==> config.mk <==
export PLATFORM = sky130hd
export DESIGN_NAME = decimation_filter
export DESIGN_NICKNAME = d
export VERILOG_FILES = /design/src/rtl/decimation_filter.sv
export SDC_FILE = /design/constraint.sdc
export NUM_CORES = 2
export LEC_CHECK = 0
export ABC_CLOCK_PERIOD_IN_PS = 5100
export CAP_MARGIN = 20
export CELL_PAD_IN_SITES_DETAIL_PLACEMENT = 0
export CELL_PAD_IN_SITES_GLOBAL_PLACEMENT = 2
export CORE_UTILIZATION = 39
export DETAILED_ROUTE_END_ITERATION = 12
export PLACE_DENSITY_LB_ADDON = 0.1
export RECOVER_POWER = 25
export SYNTH_ARGS = -nofsm -noshare
export SYNTH_HDL_FRONTEND = slang
export SYNTH_SLANG_ARGS = --single-unit
==> constraint.sdc <==
create_clock -name clk -period 5.1 [get_ports clk]
set_clock_uncertainty 0.05 [all_clocks]
set_input_delay 0.51 -clock clk [delete_from_list [all_inputs] [get_ports clk]]
set_output_delay 0.51 -clock clk [all_outputs]
set_load 0.02 [all_outputs]
==> src/rtl/decimation_filter.sv <==
// Decimate-by-16 sigma-delta back end: CIC4 (R=4) -> 3-tap compensation FIR -> two half-band
// decimate-by-2 stages. All arithmetic is exact; every stage is sized for its worst-case gain.
module decimation_filter #(
    parameter int INPUT_WIDTH  = 5,
    parameter int OUTPUT_WIDTH = 32
) (
    input  logic                           clk,
    input  logic                           rst,
    input  logic                           in_valid,
    input  logic signed [INPUT_WIDTH-1:0]  in_data,
    output logic                           out_valid,
    output logic signed [OUTPUT_WIDTH-1:0] out_data
);
    localparam int W_CIC = INPUT_WIDTH + 8;   // CIC gain 256
    localparam int W_FIR = W_CIC + 4;         // |taps| sum 12
    localparam int W_HB1 = W_FIR + 6;         // |taps| sum 36
    localparam int W_HB2 = W_HB1 + 6;

    // ---------------- CIC integrators and decimation phase ----------------
    logic signed [W_CIC-1:0] r_int1, r_int2, r_int3, r_int4;
    logic signed [W_CIC-1:0] w_in_ext, w_int1, w_int2, w_int3, w_int4;
    logic [1:0]              r_cic_phase;
    logic                    r_comb_go;

    // Integrators chain combinationally, so after sample n r_int4 is the plain 4-fold running sum.
    // Modular wrap in W_CIC bits is harmless: the combs difference it away exactly.
    assign w_in_ext = W_CIC'(in_data);
    assign w_int1   = r_int1 + w_in_ext;
    assign w_int2   = r_int2 + w_int1;
    assign w_int3   = r_int3 + w_int2;
    assign w_int4   = r_int4 + w_int3;

    always_ff @(posedge clk) begin
        if (rst) begin
            r_int1      <= '0;
            r_int2      <= '0;
            r_int3      <= '0;
            r_int4      <= '0;
            r_cic_phase <= '0;
            r_comb_go   <= 1'b0;
        end else begin
            r_comb_go <= 1'b0;
            if (in_valid) begin
                r_int1      <= w_int1;
                r_int2      <= w_int2;
                r_int3      <= w_int3;
                r_int4      <= w_int4;
                r_cic_phase <= r_cic_phase + 2'd1;
                r_comb_go   <= (r_cic_phase == 2'd3);
            end
        end
    end

    // ---------------- CIC combs (one cycle) ----------------
    logic signed [W_CIC-1:0] r_comb_dl [4];
    logic signed [W_CIC-1:0] w_c1, w_c2, w_c3, w_c4;
    logic signed [W_CIC-1:0] r_y1;
    logic                    r_y1_valid;

    assign w_c1 = r_int4 - r_comb_dl[0];
    assign w_c2 = w_c1   - r_comb_dl[1];
    assign w_c3 = w_c2   - r_comb_dl[2];
    assign w_c4 = w_c3   - r_comb_dl[3];

    always_ff @(posedge clk) begin
        if (rst) begin
            // NOTE: the delay lines are state, not storage, so they are cleared on reset like any
            // other register; otherwise a mid-stream reset would leak old history into new outputs.
            for (int i = 0; i < 4; i++) r_comb_dl[i] <= '0;
            r_y1       <= '0;
            r_y1_valid <= 1'b0;
        end else begin
            r_y1_valid <= r_comb_go;
            if (r_comb_go) begin
                r_comb_dl[0] <= r_int4;
                r_comb_dl[1] <= w_c1;
                r_comb_dl[2] <= w_c2;
                r_comb_dl[3] <= w_c3;
                r_y1         <= w_c4;
            end
        end
    end

    // ---------------- Compensation FIR: -1, 10, -1 ----------------
    logic signed [W_CIC-1:0] r_fir_d1, r_fir_d2;
    logic signed [W_FIR-1:0] w_fir_x0, w_fir_x1, w_fir_x2, w_fir;
    logic signed [W_FIR-1:0] r_y2;
    logic                    r_y2_valid;

    assign w_fir_x0 = W_FIR'(r_y1);
    assign w_fir_x1 = W_FIR'(r_fir_d1);
    assign w_fir_x2 = W_FIR'(r_fir_d2);
    assign w_fir    = -w_fir_x0 + W_FIR'(10) * w_fir_x1 - w_fir_x2;

    always_ff @(posedge clk) begin
        if (rst) begin
            r_fir_d1   <= '0;
            r_fir_d2   <= '0;
            r_y2       <= '0;
            r_y2_valid <= 1'b0;
        end else begin
            r_y2_valid <= r_y1_valid;
            if (r_y1_valid) begin
                r_fir_d1 <= r_y1;
                r_fir_d2 <= r_fir_d1;
                r_y2     <= w_fir;
            end
        end
    end

    // ---------------- Half-band 1: -1, 0, 9, 16, 9, 0, -1 ; keep odd-numbered inputs ----------------
    logic signed [W_FIR-1:0] r_hb1_dl [6];   // [i] holds x[n-1-i]
    logic signed [W_HB1-1:0] w_hb1_x0, w_hb1_x2, w_hb1_x3, w_hb1_x4, w_hb1_x6, w_hb1;
    logic                    r_hb1_phase;
    logic signed [W_HB1-1:0] r_y3;
    logic                    r_y3_valid;

    assign w_hb1_x0 = W_HB1'(r_y2);
    assign w_hb1_x2 = W_HB1'(r_hb1_dl[1]);
    assign w_hb1_x3 = W_HB1'(r_hb1_dl[2]);
    assign w_hb1_x4 = W_HB1'(r_hb1_dl[3]);
    assign w_hb1_x6 = W_HB1'(r_hb1_dl[5]);
    assign w_hb1    = -w_hb1_x0 + W_HB1'(9) * w_hb1_x2 + (w_hb1_x3 <<< 4)
                      + W_HB1'(9) * w_hb1_x4 - w_hb1_x6;

    always_ff @(posedge clk) begin
        if (rst) begin
            for (int i = 0; i < 6; i++) r_hb1_dl[i] <= '0;
            r_hb1_phase <= 1'b0;
            r_y3        <= '0;
            r_y3_valid  <= 1'b0;
        end else begin
            r_y3_valid <= 1'b0;
            if (r_y2_valid) begin
                r_hb1_dl[0] <= r_y2;
                for (int i = 1; i < 6; i++) r_hb1_dl[i] <= r_hb1_dl[i-1];
                r_hb1_phase <= ~r_hb1_phase;
                if (r_hb1_phase) begin
                    r_y3       <= w_hb1;
                    r_y3_valid <= 1'b1;
                end
            end
        end
    end

    // ---------------- Half-band 2 feeding the output register ----------------
    logic signed [W_HB1-1:0]        r_hb2_dl [6];
    logic signed [W_HB2-1:0]        w_hb2_x0, w_hb2_x2, w_hb2_x3, w_hb2_x4, w_hb2_x6, w_hb2;
    logic                           r_hb2_phase;
    logic signed [OUTPUT_WIDTH-1:0] r_out_data;
    logic                           r_out_valid;

    assign w_hb2_x0 = W_HB2'(r_y3);
    assign w_hb2_x2 = W_HB2'(r_hb2_dl[1]);
    assign w_hb2_x3 = W_HB2'(r_hb2_dl[2]);
    assign w_hb2_x4 = W_HB2'(r_hb2_dl[3]);
    assign w_hb2_x6 = W_HB2'(r_hb2_dl[5]);
    assign w_hb2    = -w_hb2_x0 + W_HB2'(9) * w_hb2_x2 + (w_hb2_x3 <<< 4)
                      + W_HB2'(9) * w_hb2_x4 - w_hb2_x6;

    always_ff @(posedge clk) begin
        if (rst) begin
            for (int i = 0; i < 6; i++) r_hb2_dl[i] <= '0;
            r_hb2_phase <= 1'b0;
            r_out_data  <= '0;
            r_out_valid <= 1'b0;
        end else begin
            r_out_valid <= 1'b0;
            if (r_y3_valid) begin
                r_hb2_dl[0] <= r_y3;
                for (int i = 1; i < 6; i++) r_hb2_dl[i] <= r_hb2_dl[i-1];
                r_hb2_phase <= ~r_hb2_phase;
                if (r_hb2_phase) begin
                    r_out_data  <= OUTPUT_WIDTH'(w_hb2);
                    r_out_valid <= 1'b1;
                end
            end
        end
    end

    assign out_valid = r_out_valid;
    assign out_data  = r_out_data;

endmodule

==> results.yml <==
floorplanning:
  die_width_microns: 290.2
  ios: 41
  core_area_sq_um: 82110
  die_y_microns: 290.2
  dieArea_sq_um: 84190
  rows: 105
  start_util_pct: 39.44
final_layout:
  final_common_cell: "inv_1"
  final_nets: 3954
  area_growth_pct: 18.71
  drive_above_1_share_pct: 14.31
  antennaDiodeCount: 0
  fill_cells: 7792
  final_cell_mix: "inv_1, ha_1, edfxtp_1"
power_and_ir_drop:
  power.ir.vdd_worst_uv: 561.5
  power_density_nw_per_um2: 582.6
  leakagePower_nw: 17.08
worst_setup_path:
  endpoint_kind: "register"
  path_max_fanout: 3
  arrival_ps: 5600
  worstSetupStartpointType: "register"
  worstPathRequired_ps: 5560
  worst-setup-path-type: "register to register"
global_route:
  grt_max_degree: 122
  antenna_found_initial: 0
  grt_pass1_vias: 21860
  grt_pass1_wl_microns: 108000
  grt_overflow: 0
  track_usage_pct: 15.49
sta:
  period_needed_ps: 5134
  rsz0062_at_grt: "true"
  finalHoldViolations: 0
  finalMaxSlewViolations: 225
  worstMarginPinSlew_ps: 3556
  fin_setup_tns_ps: -34.40
  finalCritPeriodShare_pct: 100.7
  relSlewSlack_pct: -137.1
  fmax_mhz: 194.8
  setup_violations: 1
  fin_ws_ps: -34.40
synth:
  yosys_most_used_dff: "edfxtp_1"
  ys_warn_count: 0
  ys_async_sr_fraction_pct: 0
  syn_avg_cell_area_sq_um: 10.53
  netlist_area_sq_um: 32380
  synth_edf_count: 292
  ys_seq_area_share_pct: 37.52
  syn_nets: 3690
  synth_seq_cells: 461
  syn_inst: 3075
  synth_cell_type_count: 74
place:
  dp_slack_ps: -831.5
  port_buffers: 40
  dp_hpwl_microns: 47480
  gp_congestion: 0.7718
clocking:
  cts_made_buffers: 58
  clkLatencyLatePin_ps: 620
  cts_root_buf: "clkbuf_16"
  cts.sinks: 461
  path_clk_slew_ps: 50
  cts_tree: "built"
  cts_max_path_buffers: 3
  cts_max_level: 2
run_status:
  status: "finished with violations"
  failed_checks: "max-capacitance violations, max-slew violations, negative setup slack"
drt:
  vias: 20810
  drt-total-wl_microns: 64130
  drt.antenna.violating_nets: 0
  via_per_inst: 4.666
  dr.pass1.iters: 4
  wl_per_cell_microns: 14.38
  drtIter0Drc: 645
  drc: 0
flow_run:
  drv_cap: 4
min_path:
  hp-class: "input port to register"
timing repair:
item / 4_1_cts / 5_1_grt
endpoints found under the setup margin: 9 / 22
pin swaps: 43 / 106
resized for setup: 58 / 138
buffers inserted: 8 / 18
hold buffers: 0 / 0
final cells by class:
| class | count | area [sq um] | share of cell area [%] |
|---|---|---|---|
| Sequential cell | 461 | 12160 | 31.63 |
| Timing Repair Buffer | 274 | 2202 | 5.728 |
| Multi-Input combinational cell | 1937 | 18490 | 48.09 |
| Clock inverter | 30 | 362.8 | 0.9439 |
| Inverter | 607 | 2278 | 5.927 |
| Tap cell | 1070 | 1339 | 3.482 |
| Clock buffer | 80 | 1615 | 4.202 |
critical path, stage by stage (launching register included):
cell and delay, ps:
dfxtp_2 330, ha_4 160, fa_2 380, a211oi_2 290, buf_4 150, buf_4 100, o21a_1 180, ha_4 160
o211ai_2 90, a21oi_2 170, nor2_2 80, xnor2_2 140, ha_2 190, or3_1 380, o22ai_2 260, o21ba_4 220
xnor2_4 150, ha_4 240, and2_4 140, o21ai_4 160, o31ai_4 100, o41ai_2 300, buf_4 170, xor2_2 140
a21oi_1 80, a31o_1 220
per-stage QoR:
| stage | hold WS (ps) | utilization (%) | area [sq um] | std cells | power, mW |
|---|---|---|---|---|---|
| floorplan | 388.6 | - | 32390 | 3075 | 12.63 |
| global placement | 384.4 | 43.17 | 35450 | 4322 | 16.25 |
| detailed placement | 392.9 | 43.20 | 35470 | 4323 | 16.39 |
| CTS | 405.5 | 45.95 | 37730 | 4441 | 21.34 |
| global route | 321.8 | 46.82 | 38440 | 4459 | 24.41 |
| finish | 294.3 | 46.82 | 38440 | 4459 | 22.40 |
final timing paths:
check,start,end,slack [ps],depth (start not counted)
setup reg to reg,r_int1[0],r_int4[12],-30,25
hold reg to reg,out_data[14],out_data[14],400,2
hold / removal,in_data[0],r_int1[0],290,4
setup / recovery,r_int1[0],r_int4[12],-30,25
registers in the layout, indices dropped and copies added, names as in the netlist:
name	flops
r_hb2_dl	138
r_hb1_dl	102
r_comb_dl	52
out_data	29
r_y3	23
r_y2	17
r_fir_d1	13
r_fir_d2	13
r_int1	13
r_int2	13
r_int3	13
r_int4	13
r_y1	13
r_cic_phase	2
out_valid	1
r_comb_go	1
r_hb1_phase	1
r_hb2_phase	1
r_y1_valid	1
r_y2_valid	1
r_y3_valid	1
logic make-up after synthesis:
family / Yosys count / synth area share [%]
and+or+nand+nor: 700 / 11.16
buffers and inverters: 677 / 7.894
adders and majority gates: 607 / 28.78
DFF: 461 / 37.52
AOI/OAI and AO/OA: 390 / 7.731
xor gates and xnor gates: 156 / 4.308
muxes: 84 / 2.596
synth_stat cells (8+ instances only):
cell,instances,share of area [%]
a211oi_1,17,0.39
a21o_1,32,0.74
a21oi_1,105,1.6
a22o_1,11,0.30
a31oi_1,9,0.17
and2_1,285,5.5
and3_1,11,0.21
clkbuf_1,59,0.68
dfxtp_1,169,10
edfxtp_1,292,27
fa_1,230,14
ha_1,377,15
inv_1,605,7.0
mux2i_1,84,2.6
nand2_1,90,1.0
nand2b_1,18,0.35
nand3_1,15,0.23
nor2_1,204,2.4
nor2b_1,27,0.52
nor3_1,24,0.37
o21a_1,15,0.35
o21ai_0,103,1.6
o21bai_1,27,0.63
o41ai_1,8,0.22
xnor2_1,110,3.0
xor2_1,44,1.2
layer usage:
layer  vias to the layer above  wire, microns  track usage (%)
li1                      10550              -                -
met1                      9981          29340            19.63
met2                       173          31650            27.46
met3                       104           1424            1.892
met4                         0           1712            4.657
met5                         -              0                0
report_power, final:
part | internal [mW] | switching [mW] | leakage [nW] | total (mW)
combinational | 7.15 | 6.65 | 11.7 | 13.8
sequential | 4.18 | 0.144 | 4.39 | 4.32
clock | 2.57 | 1.70 | 0.955 | 4.27
No activity file was read; power rests on OpenSTA's default activity.
